[src/rtl/direction_pkg.sv]
// Shared direction codes, key bit positions and the fixed-priority encoder
// used by the direction driver.
package direction_pkg;

    localparam int DIR_W = 3;

    localparam logic [DIR_W-1:0] DIR_NONE  = 3'd0;
    localparam logic [DIR_W-1:0] DIR_UP    = 3'd1;
    localparam logic [DIR_W-1:0] DIR_DOWN  = 3'd2;
    localparam logic [DIR_W-1:0] DIR_LEFT  = 3'd3;
    localparam logic [DIR_W-1:0] DIR_RIGHT = 3'd4;

    localparam int NUM_KEYS  = 4;
    localparam int KEY_UP    = 0;
    localparam int KEY_DOWN  = 1;
    localparam int KEY_LEFT  = 2;
    localparam int KEY_RIGHT = 3;

    // UP > DOWN > LEFT > RIGHT; nothing pressed gives DIR_NONE
    function automatic logic [DIR_W-1:0] encode_dir(input logic [NUM_KEYS-1:0] keys);
        logic [DIR_W-1:0] code;
        code = DIR_NONE;
        if (keys[KEY_UP])
            code = DIR_UP;
        else if (keys[KEY_DOWN])
            code = DIR_DOWN;
        else if (keys[KEY_LEFT])
            code = DIR_LEFT;
        else if (keys[KEY_RIGHT])
            code = DIR_RIGHT;
        return code;
    endfunction

endpackage

[src/rtl/direction_driver_if.sv]
// Button/game-over inputs and direction code output of the direction driver.
// master = board/game side, slave = direction_driver.
interface direction_driver_if;
    import direction_pkg::*;

    logic             I_up;
    logic             I_down;
    logic             I_left;
    logic             I_right;
    logic             O_gameover;
    logic [DIR_W-1:0] dir_index;

    modport master (
        output I_up,
        output I_down,
        output I_left,
        output I_right,
        output O_gameover,
        input  dir_index
    );

    modport slave (
        input  I_up,
        input  I_down,
        input  I_left,
        input  I_right,
        input  O_gameover,
        output dir_index
    );

endinterface

[src/rtl/key_debouncer.sv]
// One push-button: SYNC_STAGES-deep synchroniser followed by a counter that
// flips the debounced level only after DEBOUNCE_CYCLES consecutive differing cycles.
module key_debouncer #(
    parameter int SYNC_STAGES     = 2,
    parameter int DEBOUNCE_CYCLES = 1000000
) (
    input  logic clk,
    input  logic rst,
    input  logic key_raw,
    output logic key_level
);

    localparam int CNT_W = (DEBOUNCE_CYCLES > 1) ? $clog2(DEBOUNCE_CYCLES) : 1;
    localparam logic [CNT_W-1:0] CNT_LAST = CNT_W'(DEBOUNCE_CYCLES - 1);

    logic [SYNC_STAGES-1:0] sync_reg;
    logic [CNT_W-1:0]       cnt_reg;
    logic                   level_reg;
    logic                   key_sync;

    assign key_sync  = sync_reg[SYNC_STAGES-1];
    assign key_level = level_reg;

    always_ff @(posedge clk or posedge rst) begin
        if (rst) begin
            sync_reg  <= '0;
            cnt_reg   <= '0;
            level_reg <= 1'b0;
        end else begin
            sync_reg <= {sync_reg[SYNC_STAGES-2:0], key_raw};
            if (key_sync == level_reg) begin
                cnt_reg <= '0;
            end else if (cnt_reg == CNT_LAST) begin
                // Held different for the full window: accept the new level
                level_reg <= ~level_reg;
                cnt_reg   <= '0;
            end else begin
                cnt_reg <= cnt_reg + CNT_W'(1);
            end
        end
    end

endmodule

[src/rtl/direction_driver.sv]
// Debounced push-buttons to a registered 3-bit direction code with game-over lockout.
// Define DIR_ONESHOT_EN for one-cycle pulses on key press instead of level output.
module direction_driver
    import direction_pkg::*;
#(
    parameter int DEBOUNCE_CYCLES = 1000000,
    parameter int SYNC_STAGES     = 2
) (
    input  logic              I_clk,
    input  logic              I_rst,
    direction_driver_if.slave bus
);

    logic [NUM_KEYS-1:0] raw_keys;
    logic [NUM_KEYS-1:0] key_level;
    logic [NUM_KEYS-1:0] enc_src;
    logic [DIR_W-1:0]    dir_reg;

    assign raw_keys[KEY_UP]    = bus.I_up;
    assign raw_keys[KEY_DOWN]  = bus.I_down;
    assign raw_keys[KEY_LEFT]  = bus.I_left;
    assign raw_keys[KEY_RIGHT] = bus.I_right;

    genvar gi;
    generate
        for (gi = 0; gi < NUM_KEYS; gi++) begin : g_key
            key_debouncer #(
                .SYNC_STAGES    (SYNC_STAGES),
                .DEBOUNCE_CYCLES(DEBOUNCE_CYCLES)
            ) u_debouncer (
                .clk      (I_clk),
                .rst      (I_rst),
                .key_raw  (raw_keys[gi]),
                .key_level(key_level[gi])
            );
        end
    endgenerate

`ifdef DIR_ONESHOT_EN
    // Edge history keeps tracking during game-over so presses made then are dropped
    logic [NUM_KEYS-1:0] level_prev_reg;

    always_ff @(posedge I_clk or posedge I_rst) begin
        if (I_rst)
            level_prev_reg <= '0;
        else
            level_prev_reg <= key_level;
    end

    assign enc_src = key_level & ~level_prev_reg;
`else
    assign enc_src = key_level;
`endif

    always_ff @(posedge I_clk or posedge I_rst) begin
        if (I_rst)
            dir_reg <= DIR_NONE;
        else if (bus.O_gameover)
            dir_reg <= DIR_NONE;
        else
            dir_reg <= encode_dir(enc_src);
    end

    assign bus.dir_index = dir_reg;

endmodule

[src/flat_wrapper.sv]
// flat-port wrapper written by rule: the top's interface ports become plain ports
module direction_driver_flat import direction_pkg::*;
#(
    parameter int DEBOUNCE_CYCLES = 1000000,
    parameter int SYNC_STAGES     = 2
)
  (I_clk, I_rst, bus_I_up, bus_I_down, bus_I_left, bus_I_right, bus_O_gameover, bus_dir_index);
  direction_driver_if bus_i ();
  input  logic I_clk;
  input  logic I_rst;
  input wire logic [$bits(bus_i.I_up)-1:0] bus_I_up;
  input wire logic [$bits(bus_i.I_down)-1:0] bus_I_down;
  input wire logic [$bits(bus_i.I_left)-1:0] bus_I_left;
  input wire logic [$bits(bus_i.I_right)-1:0] bus_I_right;
  input wire logic [$bits(bus_i.O_gameover)-1:0] bus_O_gameover;
  output wire logic [$bits(bus_i.dir_index)-1:0] bus_dir_index;
  assign bus_i.I_up = bus_I_up;
  assign bus_i.I_down = bus_I_down;
  assign bus_i.I_left = bus_I_left;
  assign bus_i.I_right = bus_I_right;
  assign bus_i.O_gameover = bus_O_gameover;
  assign bus_dir_index = bus_i.dir_index;
  direction_driver #(.DEBOUNCE_CYCLES(DEBOUNCE_CYCLES), .SYNC_STAGES(SYNC_STAGES)) u_core (.I_clk(I_clk), .I_rst(I_rst), .bus(bus_i));
endmodule
[config.mk]
export PLATFORM = sky130hd
export DESIGN_NAME = direction_driver_flat
export DESIGN_NICKNAME = d
export VERILOG_FILES = /design/src/rtl/direction_pkg.sv /design/src/rtl/direction_driver_if.sv /design/src/rtl/key_debouncer.sv /design/src/rtl/direction_driver.sv /design/src/flat_wrapper.sv
export SDC_FILE = /design/constraint.sdc
export NUM_CORES = 1
export LEC_CHECK = 0
export CORE_UTILIZATION = 50
export CTS_BUF_LIST = sky130_fd_sc_hd__clkbuf_16
export CTS_CLUSTER_SIZE = 30
export DETAILED_ROUTE_END_ITERATION = 10
export GPL_TIMING_DRIVEN = 0
export HOLD_SLACK_MARGIN = 0.12
export MAX_ROUTING_LAYER = met4
export PLACE_DENSITY_LB_ADDON = 0.1
export SLEW_MARGIN = 20
export SYNTH_ARGS = -nofsm -noshare
export SYNTH_HDL_FRONTEND = slang
export SYNTH_SLANG_ARGS = --single-unit
[constraint.sdc]
create_clock -name I_clk -period 4.1 [get_ports I_clk]
set_input_delay 0.82 -clock I_clk [delete_from_list [all_inputs] [get_ports I_clk]]
set_output_delay 0.82 -clock I_clk [all_outputs]
set_load 0.005 [all_outputs]
# [Word level (Yosys, flattened, before mapping)]
# Index checks and enable logic that the tools add are counted.
[word_totals] register_bits=95 in_bits=7 out_inout_bits=3 elab_cells=50
[op_classes] add_sub_neg=4 n_eq_ne=8 n_mux=13 bitwise=8 n_reduce_logical=4
[ops] cell="2-to-1 mux 20 bit" n=8
[ops] cell="adder 20 x 1 -> 20 bit (second input constant)" n=4
[ops] cell="equality test 20 bit (second input constant)" n=4
[ops] cell="2-to-1 mux 3 bit" n=5
[ops] cell="inverter 1 bit" n=8
[ops] cell="AND reduction 2 bit" n=4
[ops] cell="equality test 1 bit" n=4

# [Depth between registers and ports, before layout]
# Gate-level depths: netlist of the first run.
[logic_depth] ltp_word=5 mapped_depth=6 depth_no_buf=5

# [Hierarchy]
# Synthesis of the first run repeated with hierarchy kept, for this count alone.
[unflattened] cells_unflattened=447 hier_area_um2=4586.9
[by_module_without_submodules] mod="key_debouncer" n_inst=4 cells_each=109 area_per_inst_um2=1118.6 seq_area_each_um2=575.6
[by_module_without_submodules] mod="direction_driver" n_inst=1 cells_each=11 area_per_inst_um2=112.6 seq_area_each_um2=75.1

# [Worst setup path after synthesis of the first run]
# Ideal clock, no wire load.
[synth_timing] path_kind="flip-flop to flip-flop" from="reg u_core.g_key[1].u_debouncer.cnt_reg[13]" to="reg u_core.g_key[1].u_debouncer.level_reg" setup_ps=125 t_arrival_ps=1940 t_required_ps=3975 path_slack_ps=2035 path_stages_with_launch=5 path_buffers=0 synth_period_minus_slack_ps=2065 path_cell_list="dfrtp_1 > or4b_1 > or4_4 > nor2_1 > mux2_2"
[synth_via] elab_chain_cells=2
[synth_lines] element="from (decl)" line_no="key_debouncer.sv:17" source="logic [CNT_W-1:0] cnt_reg;"
[synth_lines] element="from (signal assigned)" line_no="key_debouncer.sv:38" source="cnt_reg <= cnt_reg + CNT_W'(1);"
[synth_lines] element="equality test 20 bit" line_no="key_debouncer.sv:33" source="end else if (cnt_reg == CNT_LAST) begin"
[synth_lines] element="AND reduction 2 bit (no source line)"
[synth_lines] element="to (signal assigned)" line_no="key_debouncer.sv:35" source="level_reg <= ~level_reg;"
[synth_lines] element="to (decl)" line_no="key_debouncer.sv:18" source="logic level_reg;"
# Every way passes these cells.
# A chain may end at the register's enable or synchronous reset.

# [Worst setup path after layout of the first run]
[layout_timing] from="reg u_core.g_key[0].u_debouncer.cnt_reg[2]" to="reg u_core.g_key[0].u_debouncer.cnt_reg[5]"
[layout_via] elab_chain_cells=3 elab_cells_between_ends=4 classes_between="1 x add/sub; 1 x eq/ne; 2 x mux"
[layout_lines] element="from (decl)" line_no="key_debouncer.sv:17"
[layout_lines] element="from (signal assigned)" line_no="key_debouncer.sv:38"
[layout_lines] element="adder 20 x 1 -> 20 bit or equality test 20 bit (tied branches)" line_no="key_debouncer.sv:38, key_debouncer.sv:33"
[layout_lines] element="2-to-1 mux 20 bit *" line_no="key_debouncer.sv:33"
[layout_lines] element="2-to-1 mux 20 bit *" line_no="key_debouncer.sv:31" source="if (key_sync == level_reg) begin"
# Every way passes the cells marked *; elsewhere a longest branch is shown, timed or not.

==> results of run 1 <==
[metal layers]
layer	global-route usage [%]	wire length, um	vias to the layer above
met4	5.97	105	0
met5	-	0	-
li1	-	-	1633
met1	26.6	4060	1586
met3	4.10	170	9
met2	29.1	3740	25
[power by group through the flow]
stage	Combinational, mW	Sequential (mW)	Clock, mW
floorplan	0.0442	0.978	0
global placement	0.0624	0.981	0
detailed placement	0.0676	0.981	0
CTS	0.0676	0.963	0.916
global route	0.0764	0.965	0.946
finish	0.0652	0.963	0.893
[stage by stage]
step                      worst slack, ns  instances  setup TNS [ns]  utilization (%)
after CTS                            1.77        584               0             58.5
final                                1.78        584               0             58.5
after detailed placement             1.78        568               0             54.8
after global routing                 1.60        584               0             58.5
after floorplan                     0.803        450               0                -
after global placement             -0.630        567          -59.38             54.4
[logic make-up after synthesis]
logic type / count (synthesis) / share of synthesized area, %
multiplexers: 6 / 1.44
AND/OR/NAND/NOR: 216 / 25.0
buffers and inverters: 28 / 2.71
XOR/XNOR: 54 / 10.5
adder cells (fa/ha/maj): 4 / 1.11
flip-flops: 95 / 52.6
AO/OA/AOI/OAI: 47 / 6.75
[layout by cell type (no fill, tap or decap), drive strengths merged]
| master | count |
|---|---|
| nor2 | 67 |
| clkinv | 1 |
| xnor2 | 30 |
| clkbuf | 15 |
| or4 | 14 |
| and4 | 3 |
| and2 | 2 |
| dfrtp | 95 |
| and3 | 8 |
| o21ai | 13 |
| a21oi | 21 |
| nand4 | 15 |
| o31ai | 11 |
| bufinv | 2 |
| nor4 | 14 |
| or2 | 1 |
| inv | 18 |
| nor4bb | 1 |
| mux2i | 2 |
| ha | 4 |
| buf | 7 |
| nor3 | 13 |
| nor4b | 2 |
| xor2 | 24 |
| clkdlybuf4s50 | 9 |
| nand4b | 1 |
| a31o | 1 |
| nand3b | 2 |
| nand2 | 27 |
| or4b | 4 |
| o41ai | 1 |
| nand3 | 31 |
| clkinvlp | 2 |
| mux2 | 4 |
| or3 | 11 |
[area by class of cell]
cell class,count,area [um2],share of cell area (%)
Sequential cell,95,2380,46.6
Multi-Input combinational cell,327,2020,39.6
Clock buffer,9,225,4.42
Tap cell,108,135,2.65
Timing Repair Buffer,10,118,2.31
Clock inverter,7,96.3,1.89
Inverter,16,65.1,1.28
Buffer,12,62.6,1.23
[critical path, stage by stage, from the launching register on]
cell	delay, ns
dfrtp_1	0.42
and3_1	0.17
clkbuf_1	0.20
nand3_1	0.31
o31ai_2	0.75
buf_4	0.30
nor2_1	0.06
[path summary, 6_finish.rpt]
path                       slack, ns                                           endpoint  cells after the start                                         startpoint
max in group asynchronous       2.67   u_core.g_key[3].u_debouncer.cnt_reg[9]$_DFF_PP0_                      3                                              I_rst
min in group asynchronous       0.84  u_core.g_key[3].u_debouncer.sync_reg[0]$_DFF_PP0_                      2                                              I_rst
setup / recovery                1.78   u_core.g_key[0].u_debouncer.cnt_reg[5]$_DFF_PP0_                      6   u_core.g_key[0].u_debouncer.cnt_reg[2]$_DFF_PP0_
setup reg to reg                1.78   u_core.g_key[0].u_debouncer.cnt_reg[5]$_DFF_PP0_                      6   u_core.g_key[0].u_debouncer.cnt_reg[2]$_DFF_PP0_
hold reg to reg                 0.35  u_core.g_key[1].u_debouncer.sync_reg[1]$_DFF_PP0_                      0  u_core.g_key[1].u_debouncer.sync_reg[0]$_DFF_PP0_
hold / removal                  0.35  u_core.g_key[1].u_debouncer.sync_reg[1]$_DFF_PP0_                      0  u_core.g_key[1].u_debouncer.sync_reg[0]$_DFF_PP0_
==> metrics.txt, run 1 <==
WP data arrival around 2.5 ns; unrepaired setup endpoints after global routing false; Synth Warn # 0; fin nets about 480; clock slew at reported path FFs approximately 0.060 ns; LEAKAGE about 2.1 nW; Final ANT Viol Nets 0; most area-consuming cells after synthesis dfrtp_1, xnor2_1, nor2_1, xor2_1, nand3_1; min cycle time layout 2.32 ns; Final Max Tran Viols 0; Die ar. between 0.009 and 0.01 mm2; sequential-to-total area share from yosys stat a little over half; Cells after Synth 450; DRT iter0 DRCs about 110; most instantiated cells after synthesis dfrtp_1, nor2_1, nand3_1; post-synth top area cell dfrtp_1; WL final 8080 um; top-area cell type share of the netlist area a little over half; CTS tree yes; largest net degree at the start of global routing 60; worst-margin pin slew approximately 0.77 ns; via count 3253; initial antenna violation count 0; # diodes 0; Psw a little over 400 uW; Root Buffer clkbuf_16; critical path peak fanout 10; sequential fraction of design power roughly 50%; count leader, synth dfrtp_1; number of port buffers 9; fmax around 430 MHz; DP Area 0.00478 mm2; Core Footprint roughly 0.0087 mm2; Max Clock Skew approximately 0.010 ns; Die H approximately 100 um; Crit. End Element register; worst hold slack roughly 0.35 ns; Power Internal around 1.5 mW; fillcell total around 760; post-synthesis register bit count between 90 and 100; total track usage roughly 19%; via density per instance about 5.6; Post-synth EDFFs 0; Synth Area per Inst roughly 10 um2; die width between 90 and 100 um; outcome finished, final reports clean; hold_buf cts 0; drt pass-1 iters 4; endpoints failing hold 0; Tightest Hold Check Type register to register; CP required roughly 4.3 ns; Routed wire per std cell about 14 um; Clk Latency, worst-skew pair 0.34 ns; final instance area 0.00510 mm2; Design Power roughly 1.9 mW; Clock Sinks 95; Slew headroom 48.6%; Clk pwr share 46.5%; Final GP Congestion ~0.78; postcts setup bufs 0; post_cts resized 0; first-pass GRT wire length 14400 um; I/O pin total 10; nature of the critical path startpoint register; HPWL Detailed around 5400 um; max reg flops 80; cts bufs inserted 9; Cell variety after synth 42; maximum clock insertion buffer count 2; CTS H-tree depth 3; period utilisation layout roughly 57%; Layout area overhead 12.8%; row cnt 34; part of the power in combinational logic approximately 3.4%; ys async rst share 100%; Post-Syn Area about 0.0045 mm2; Max-Cap Viols 0; Net Count, Synth roughly 460; vias in the first global route 3108; layout cells sized above 1 8.19%; Crit Path Category register to register; DRC viols 0; GRT Residual Overflow 0; Initial Utilization between 50 and 60%; Top FF cell, synth dfrtp_1; switching fraction of total power a little over a fifth; worst ir drop on vdd between 0.00015 and 0.0002 V; # setup viols final 0; Pwr per Cell Area roughly 380 mW/mm2
No activity file was read; power rests on OpenSTA's default activity.
==> inputs of run 2 (changes only) <==
==> constraint.sdc (replaced) <==
create_clock -name I_clk -period 2.06 [get_ports I_clk]
set_input_delay 0.412 -clock I_clk [delete_from_list [all_inputs] [get_ports I_clk]]
set_output_delay 0.412 -clock I_clk [all_outputs]
set_load 0.005 [all_outputs]
==> metrics.txt, run 2 (synthesis gave the netlist of run 1 again) <==
nature of the critical path startpoint register (unchanged); critical path peak fanout 3 (was 10); Slew headroom 60.4% (was 48.6%); # setup viols final 0 (unchanged); CTS tree yes (unchanged); I/O pin total 10 (unchanged); Final GP Congestion 0.797 (was 0.783); die width 97.1 um (unchanged); post-route setup slack 0.0233 ns (was 1.78 ns); Cell Chain, Critical Path or4b_1 -> or4_4 -> nor2_4 -> mux2_2 (was and3_1 -> clkbuf_1 -> nand3_1 -> o31ai_2 -> buf_4 -> nor2_1); CTS H-tree depth 3 (unchanged); period utilisation layout 98.9% (was 56.5%); GRT Residual Overflow 0 (unchanged); Core Util, Final 60.5% (was 58.5%); pre-CTS setup slack -0.289 ns (was 1.78 ns); Routed wire per std cell 14.7 um (was 13.8 um); Root Buffer clkbuf_16 (unchanged); drt pass-1 iters 5 (was 4); Initial Utilization 51.9% (unchanged); outcome finished, final reports clean (unchanged); via density per instance 5.73 (was 5.57); Total Neg Setup Slack 0 ns (unchanged); Die ar. 0.00943 mm2 (unchanged); cts bufs inserted 9 (unchanged); fillcell total 715 (was 755); WL final 8790 um (was 8080 um); worst hold slack 0.353 ns (about the same); Final Max Tran Viols 0 (unchanged); Crit. End Element register (unchanged); Tightest Hold Check Type register to register (unchanged); CP required 2.27 ns (was 4.33 ns); family with the most delay on the worst path simple AND/OR/NAND/NOR gates (was compound AO/OA/AOI/OAI gates); clock slew at reported path FFs 0.06 ns (about the same); worst ir drop on vdd 0.000443 V (was 0.000198 V); Core Footprint 0.00872 mm2 (unchanged); slowest CP cell or4_4 (was o31ai_2); Final ANT Viol Nets 0 (unchanged); Die H 97.1 um (unchanged); WP data arrival 2.25 ns (was 2.54 ns); Clk Latency, worst-skew pair 0.33 ns (was 0.34 ns); fmax 491 MHz (was 432 MHz); largest net degree at the start of global routing 31 (was 60); initial antenna violation count 0 (unchanged); Max Clock Skew 0.00829 ns (was 0.0100 ns); total track usage 20.6% (was 19.4%); Layout area overhead 16.7% (was 12.8%); via count 3413 (was 3253); DRC viols 0 (unchanged); HPWL Detailed 5730 um (was 5380 um); row cnt 34 (unchanged); Worst path max stage delay 0.53 ns (was 0.75 ns); maximum clock insertion buffer count 2 (unchanged); DRT iter0 DRCs 168 (was 108); layout cells sized above 1 13.1% (was 8.19%); number of port buffers 9 (unchanged); Design Power 3.70 mW (was 1.92 mW); Max-Cap Viols 0 (unchanged); Pwr per Cell Area 702 mW/mm2 (was 377 mW/mm2); vias in the first global route 3295 (was 3108); max reg flops 80 (unchanged); min cycle time layout 2.04 ns (was 2.32 ns); # diodes 0 (unchanged); LEAKAGE 2.09 nW (was 2.06 nW); fin nets 494 (was 482); Crit Path Category register to register (unchanged); endpoints failing hold 0 (unchanged); most frequent cells in the layout dfrtp_1, nor2_1, xnor2_1, nand3_1, nand2_1 (was dfrtp_1, nor2_1, nand3_1, xnor2_1, nand2_1); commonest non-fill, non-tap cell in the layout dfrtp_1 (unchanged); worst-margin pin slew 0.589 ns (was 0.766 ns); Clock Sinks 95 (unchanged); first-pass GRT wire length 15300 um (was 14400 um); CP bufs+invs 0 (was 2)
## run 2: cell count changes in the layout (fill, tap and decap cells not counted), sizes merged
cell	delta
bufinv	-1
clkinv	+1
clkinvlp	+2
buf	+13
clkbuf	-1
inv	-2
## run 2: report_power, final
part	switching [mW]	total [mW]	internal, mW
logic	0.0904	0.154	0.0639
registers	0.0281	1.92	1.89
clock network	0.700	1.63	0.930
## run 2: path summary, 6_finish.rpt
| kind | startpoint | endpoint | slack, ns | cells after the start |
|---|---|---|---|---|
| worst min-delay path | u_core.g_key[1].u_debouncer.sync_reg[0]$_DFF_PP0_ | u_core.g_key[1].u_debouncer.sync_reg[1]$_DFF_PP0_ | 0.35 | 0 |
| min in group asynchronous | I_rst | u_core.g_key[3].u_debouncer.sync_reg[0]$_DFF_PP0_ | 0.42 | 2 |
| worst max register to register | u_core.g_key[1].u_debouncer.cnt_reg[13]$_DFF_PP0_ | u_core.g_key[1].u_debouncer.key_level$_DFFE_PP0P_ | 0.02 | 4 |
| max in group asynchronous | I_rst | u_core.g_key[1].u_debouncer.cnt_reg[8]$_DFF_PP0_ | 0.74 | 5 |
| worst max-delay path | u_core.g_key[1].u_debouncer.cnt_reg[13]$_DFF_PP0_ | u_core.g_key[1].u_debouncer.key_level$_DFFE_PP0P_ | 0.02 | 4 |
| worst min register to register | u_core.g_key[1].u_debouncer.sync_reg[0]$_DFF_PP0_ | u_core.g_key[1].u_debouncer.sync_reg[1]$_DFF_PP0_ | 0.35 | 0 |
## run 2: metal layers
metal / GRT usage [%] / wire length, um
met1: 27.5 / 4150
met2: 31.8 / 4280
met3: 3.81 / 250
met4: 6.89 / 108
met5: - / 0
## run 2: metrics by stage
stage,std cells,area (um2)
floorplan,450,4530
global placement,567,4750
detailed placement,570,4820
CTS,593,5210
global route,596,5280
finish,596,5280
## run 2: final cells by class
cell class	instances	area (um2)	area share, %
sequential	95	2380	45.2
multi-input combinational	327	2100	39.8
timing repair buffer	23	240	4.55
clock buffer	9	225	4.27
tap	108	135	2.56
buffer	11	66.3	1.26
clock inverter	7	65.1	1.23
inverter	16	63.8	1.21
## run 2: worst reg2reg max path, cell delays in order (launching register included)
cell and delay, ns:
dfrtp_1 0.39, or4b_1 0.52, or4_4 0.53, nor2_4 0.13
mux2_2 0.35
## run 2: timing repair
action,CTS,global route
endpoints found under the setup margin,51,25
hold buffers,0,0
pin swaps,3,2
gates cloned,0,0
resized for setup,9,14
setup buffers,8,3
